### src/rtl/rnd_pipe.sv
// rnd_pipe: multi-lane two-stage mantissa rounder, modes RNE/RTZ/RNA/SR, valid/ready.
// Define RND_SR_EN to build the LFSR-driven stochastic mode; otherwise mode 11 acts as RNE.
module rnd_pipe #(
  parameter int width_i = 10,
  parameter int width_o = 4,
  parameter int lanes   = 4
) (
  input  logic                     i_clk,
  input  logic                     i_rst_n,
  input  logic                     i_valid,
  output logic                     o_ready,
  input  logic [1:0]               i_mode,
  input  logic [lanes*width_i-1:0] i_num,
  output logic                     o_valid,
  input  logic                     i_ready,
  output logic [lanes*width_o-1:0] o_man,
  output logic [lanes-1:0]         o_ofl
);
  localparam int d = width_i - width_o;

  logic                     v1;
  logic                     v2;
  logic                     rdy1;
  logic                     rdy2;
  logic                     acc;
  logic [lanes*width_i-1:0] num1;
  logic [1:0]               mode1;
  logic [lanes*width_o-1:0] man_n;
  logic [lanes-1:0]         ofl_n;

  if (width_i < width_o + 2) begin : g_chk_w
    $error("rnd_pipe: width_i must be >= width_o + 2");
  end
  if (lanes < 1) begin : g_chk_l
    $error("rnd_pipe: lanes must be >= 1");
  end

  assign rdy2    = !v2 | i_ready;
  assign rdy1    = !v1 | rdy2;
  assign o_ready = rdy1;
  assign acc     = i_valid & rdy1;
  assign o_valid = v2;

`ifdef RND_SR_EN
  logic [15:0] lfsr;
  logic [15:0] snap1;

  if (d > 16) begin : g_chk_d
    $error("rnd_pipe: SR needs width_i - width_o <= 16");
  end

  // Fibonacci x^16+x^14+x^13+x^11+1; value is snapshotted before the step
  always_ff @(posedge i_clk or negedge i_rst_n) begin
    if (!i_rst_n) begin
      lfsr  <= 16'hACE1;
      snap1 <= '0;
    end else if (acc) begin
      lfsr  <= {lfsr[0] ^ lfsr[2] ^ lfsr[3] ^ lfsr[5], lfsr[15:1]};
      snap1 <= lfsr;
    end
  end
`endif

  always_ff @(posedge i_clk or negedge i_rst_n) begin
    if (!i_rst_n) begin
      v1    <= 1'b0;
      num1  <= '0;
      mode1 <= '0;
    end else if (rdy1) begin
      v1 <= i_valid;
      if (i_valid) begin
        num1  <= i_num;
        mode1 <= i_mode;
      end
    end
  end

  for (genvar j = 0; j < lanes; j++) begin : g_lane
    logic [width_i-1:0] x;
    logic               g;
    logic               s;
    logic               rne;
    logic               sr;
    logic               inc;

    assign x   = num1[j*width_i +: width_i];
    assign g   = x[d-1];
    assign s   = |x[d-2:0];
    assign rne = g & (s | x[d]);

`ifdef RND_SR_EN
    localparam int sh = (3 * j) % 16;
    logic [31:0] dbl;
    logic [d:0]  sum;

    // upper half of the doubled word is the rotate-left by sh
    assign dbl = {snap1, snap1} << sh;
    assign sum = {1'b0, x[d-1:0]} + {1'b0, dbl[16 +: d]};
    assign sr  = sum[d];
`else
    assign sr = rne;
`endif

    always_comb begin
      inc = 1'b0;
      unique case (1'b1)
        mode1 == 2'b00: inc = rne;
        mode1 == 2'b01: inc = 1'b0;
        mode1 == 2'b10: inc = g;
        mode1 == 2'b11: inc = sr;
        default:        inc = 1'b0;
      endcase
    end

    assign {ofl_n[j], man_n[j*width_o +: width_o]} =
      {1'b0, x[width_i-1:d]} + (width_o + 1)'(inc);
  end

  always_ff @(posedge i_clk or negedge i_rst_n) begin
    if (!i_rst_n) begin
      v2    <= 1'b0;
      o_man <= '0;
      o_ofl <= '0;
    end else if (rdy2) begin
      v2 <= v1;
      if (v1) begin
        o_man <= man_n;
        o_ofl <= ofl_n;
      end
    end
  end

endmodule
### config.mk
export PLATFORM = sky130hd
export DESIGN_NAME = rnd_pipe
export DESIGN_NICKNAME = d
export VERILOG_FILES = /design/src/rtl/rnd_pipe.sv
export SDC_FILE = /design/constraint.sdc
export NUM_CORES = 1
export LEC_CHECK = 0
export ABC_CLOCK_PERIOD_IN_PS = 4700
export CAP_MARGIN = 25
export CELL_PAD_IN_SITES_DETAIL_PLACEMENT = 0
export CELL_PAD_IN_SITES_GLOBAL_PLACEMENT = 2
export CORE_MARGIN = 8
export CORE_UTILIZATION = 37
export CTS_BUF_LIST = sky130_fd_sc_hd__clkbuf_8
export DETAILED_ROUTE_END_ITERATION = 16
export PLACE_DENSITY = 0.9
export SETUP_SLACK_MARGIN = 0.02
export SKIP_CTS_REPAIR_TIMING = 1
export SLEW_MARGIN = 20
export SYNTH_ARGS = -nofsm -noshare
export SYNTH_HDL_FRONTEND = slang
export SYNTH_SLANG_ARGS = --single-unit
### constraint.sdc
create_clock -name i_clk -period 4.7 [get_ports i_clk]
set_input_delay 0.47 -clock i_clk [delete_from_list [all_inputs] [get_ports i_clk]]
set_output_delay 0.47 -clock i_clk [all_outputs]
set_load 0.1 [all_outputs]
== After elaboration in Yosys (flattened, before gate mapping) ==
Index checks and enable logic that the tools add are counted.

* Word-level logic and storage cells: 36
* Output and inout port bits: 22
* Register bits: 64

* $add $sub $neg: 4
* Mux-type cells: 4
* Reductions and logical operators: 10
* Equal/unequal tests: 2
* Bitwise logic cells: 10

{| class="wikitable"
|+ Operators by type and width
! kind !! number
|-
| $add 4x1->5 || 4
|-
| $reduce_or 5->1 || 4
|-
| $pmux 1 s2 || 4
|-
| $or 1x1->1 || 6
|-
| $and 1x1->1 || 4
|-
| $eq 2x2->1 const B || 2
|-
| $reduce_and 2->1 || 2
|-
| $logic_not 1->1 || 2
|-
| $logic_not 2->1 || 1
|-
| $reduce_or 2->1 || 1
|}

== Depth between registers and ports, before layout ==
* Depth in word-level cells: 5
* Gate-level depth with buffers: 8
* Mapped depth without buffers: 8

== Least setup slack after synthesis ==
No wires, ideal clock.

* Kind: register to register
* Start: register v2, in the netlist o_valid
* End: register mode1[0]
* Arrival time: 2986 ps
* Setup time: 125 ps
* Data required time: 4575 ps
* Path slack: 1589 ps
* Cell stages (with the launch flop): 5
* Cells stage by stage: dfrtp_1 > nand3b_1 > nand2_1 > buf_4 > mux2_2

* Longest elaborated chain between the ends: 4

{| class="wikitable"
|+ RTL lines
! what !! line !! text
|-
| from (decl) || 22 || <nowiki>logic v2;</nowiki>
|-
| from (signal assigned) || 125 || <nowiki>v2 <= v1;</nowiki>
|-
| $logic_not 1->1 || 38 || <nowiki>assign rdy2 = !v2 | i_ready;</nowiki>
|-
| $or 1x1->1 || 38 ||
|-
| $or 1x1->1 || 39 || <nowiki>assign rdy1 = !v1 | rdy2;</nowiki>
|-
| named net o_ready || 11 || <nowiki>output logic o_ready,</nowiki>
|-
| $reduce_and 2->1 (no source line) || -- ||
|-
| to (signal assigned) || 73 || <nowiki>mode1 <= i_mode;</nowiki>
|-
| to (decl) || 27 || <nowiki>logic [1:0] mode1;</nowiki>
|}

The timed path passes the listed nets, and every way through them passes these cells.
A chain may end at the register's enable or synchronous reset.

== Final worst setup path ==
* Start: input i_ready
* End: output o_ready

* Longest elaborated chain between the ends: 2

{| class="wikitable"
|+ RTL lines
! what !! line !! text
|-
| from (decl) || 15 || <nowiki>input logic i_ready,</nowiki>
|-
| $or 1x1->1 || 38 ||
|-
| $or 1x1->1 || 39 ||
|-
| to (decl) || 11 ||
|}

No other way between the ends.

==> metrics <==
Slowest-stage cell, CP=clkdlybuf4s50_1; Worst setup SP type=input pin; Vias/cell=4.686; Unique masters post-synth=16; initial antenna violation count=0; most used cell, CP=clkdlybuf4s50_1; WHS=0.3088 ns; CP bufs+invs=2; Mean Syn Cell Area=15.25 um^2; maximum VDD drop=0.0001870 V; Largest stage delay, worst path=1.16 ns; pwr dens=532.1 nW/um^2; Overflow after GRT=0; first-pass GRT wire length=8583 um; ANT nets after route=0; critical-path cell list=clkdlybuf4s50_1, nand3b_1, clkdlybuf4s50_1; detailed placement HPWL=3712 um; Setup CP Type=in -> out; fin crit period=2.715 ns; Max Root-Sink Buffers=2; RSZ-0062 raised after global routing=false; CORE AREA=7214 um^2; drt total wl=5287 um; number of global-route vias before repair=1782; TritonCTS clock tree=done; clock-pin transition on the worst setup and hold timing paths=0.06 ns; initial core utilization=37.84%; Final Max Slew Viols=0; clock sinks=64; Rel. slew slack=32.96%; area growth from synthesis to layout=36.11%; status=finished clean; setup TNS=0 ns; Die ar.=10380 um^2; worst clock skew=0.007248 ns; crit-path leading delay family=buffers and inverters; Detailed Route Iter0 Violations=54; gp weighted congestion=0.6975; LEAKAGE=0.001629 uW; warnings from Yosys=0; Setup violations, final=0; total track usage=10.99%; Tcrit/Tclk final=57.77%; Seq/Total Area, Yosys=58.66%; synthesized area=2730 um^2; Post-Syn Nets=235; source of the worst register-to-register timing path=num1[1]; crit-path max FO=3; fmax=368.3 MHz; Area contributors post-synth=dfrtp_1, mux2_2, ha_1; crit path capture type=primary output; Worst Path Arrival=2.24 ns; Worst Hold Class=in -> async; WP data required=4.23 ns; largest net degree at the start of global routing=65; Clock Latency Late Sink=0.33 ns; maximum capacitance violations=0; root buffer cell=clkbuf_8; Buffers on Ports=67; layout cell share with drive strength beyond 1=31.01%; 1st-pass router iterations=4; Die H=101.9 um; #FFs+latches synth=64; Num CTS Buffers=9; leading area contributor after synthesis=dfrtp_1; final hold violation count=0; routed len/inst=14.81 um; Die W=101.9 um; row cnt=31; Synth Instances=179; Slew @ Worst Pin=1.002 ns; vias post-DR=1673; DRC Markers=0; FF-to-FF End=o_ofl[0]; post-synth top area share=58.66%; R2R Setup Slk=2.37 ns; H-Tree Depth=3; IO Pins=68; antenna diode count=0; final net count=309; R2R depth=7
-- cell families after synthesis --
group	synth area share (%)
compound gates	2.750
mux	25.57
fa+ha+maj	4.583
simple gates	3.987
flops	58.66
xor+xnor	2.566
buf+inv	1.879
-- worst max-delay path by stage --
stage	start	endpoint	slack (ns)	cells past startpoint
global placement	i_ready	o_ready	2.00	3
finish	i_ready	o_ready	1.99	3
detailed placement	i_ready	o_ready	1.98	3
CTS	i_ready	o_ready	1.98	3
global route	i_ready	o_ready	1.94	3
floorplan	o_valid	mode1[0]	1.59	4
-- layout make-up --
class	instances	area, um^2
clock buffers	11	151.4
multi-input cells	106	1080
inverters	3	11.26
repair buffers	69	700.7
clock inverters	5	47.55
fillers	679	3498
flip-flops and latches	64	1602
well taps	99	123.9
-- flip-flops by register name, summed over array words and instances (netlist names) --
signal   count
v1           1
o_man       16
num1        40
o_ofl        4
mode1        2
o_valid      1
-- where the power goes --
part	total [uW]	leakage [uW]	internal, uW	switching (uW)
clock	462	0.000112	268	194
sequential	722	0.000754	660	62.0
combinational	793	0.000763	254	538
total	1980	0.00163	1180	794
-- worst reg2reg max path, cell delays in order (launching register included) --
cell and delay, ns:
dfrtp_1 0.38, or4_1 0.52, o31a_1 0.25, o211a_1 0.21, ha_1 0.22, ha_1 0.21, and3_1 0.18, mux2_2 0.25
-- stage by stage --
step / power (uW) / utilization [%] / instances / worst slack (ns) / area, um^2
6_report: 1977 / 51.51 / 357 / 1.985 / 3716
5_1_grt: 2077 / 51.51 / 357 / 1.943 / 3716
4_1_cts: 2015 / 51.13 / 356 / 1.980 / 3689
3_5_place_dp: 1534 / 48.37 / 340 / 1.984 / 3490
3_3_place_gp: 1524 / 48.37 / 340 / 1.997 / 3490
2_1_floorplan: 1314 / - / 179 / 1.589 / 2730
-- synth_stat cells, drive strengths merged --
library cell and number:
and3 4, buf 6, dfrtp 64, ha 10, inv 3, mux2 62, nand2 2, nand2b 3
nand3 4, nand3b 1, o211a 4, o31a 4, or4 4, xnor2 4, xor2 4
-- cells in the final DEF, fill, tap and decap left out, drive strengths merged --
| master | count |
|---|---|
| inv | 5 |
| and3 | 4 |
| xnor2 | 4 |
| clkinv | 2 |
| nand2 | 2 |
| nand2b | 3 |
| xor2 | 4 |
| or4 | 4 |
| clkbuf | 11 |
| clkdlybuf4s50 | 66 |
| dfrtp | 64 |
| mux2 | 62 |
| ha | 10 |
| o31a | 4 |
| nand3b | 1 |
| o211a | 4 |
| bufinv | 1 |
| buf | 3 |
| nand3 | 4 |
-- layer usage --
| metal | global-route usage (%) | wire [um] | vias up |
|---|---|---|---|
| met5 | 0 | 0 | - |
| met4 | 7.788 | 142 | 0 |
| met3 | 2.657 | 277 | 10 |
| met2 | 17.35 | 2561 | 43 |
| met1 | 12.89 | 2306 | 827 |
| li1 | - | - | 793 |
(Power assumes the default switching activity.)
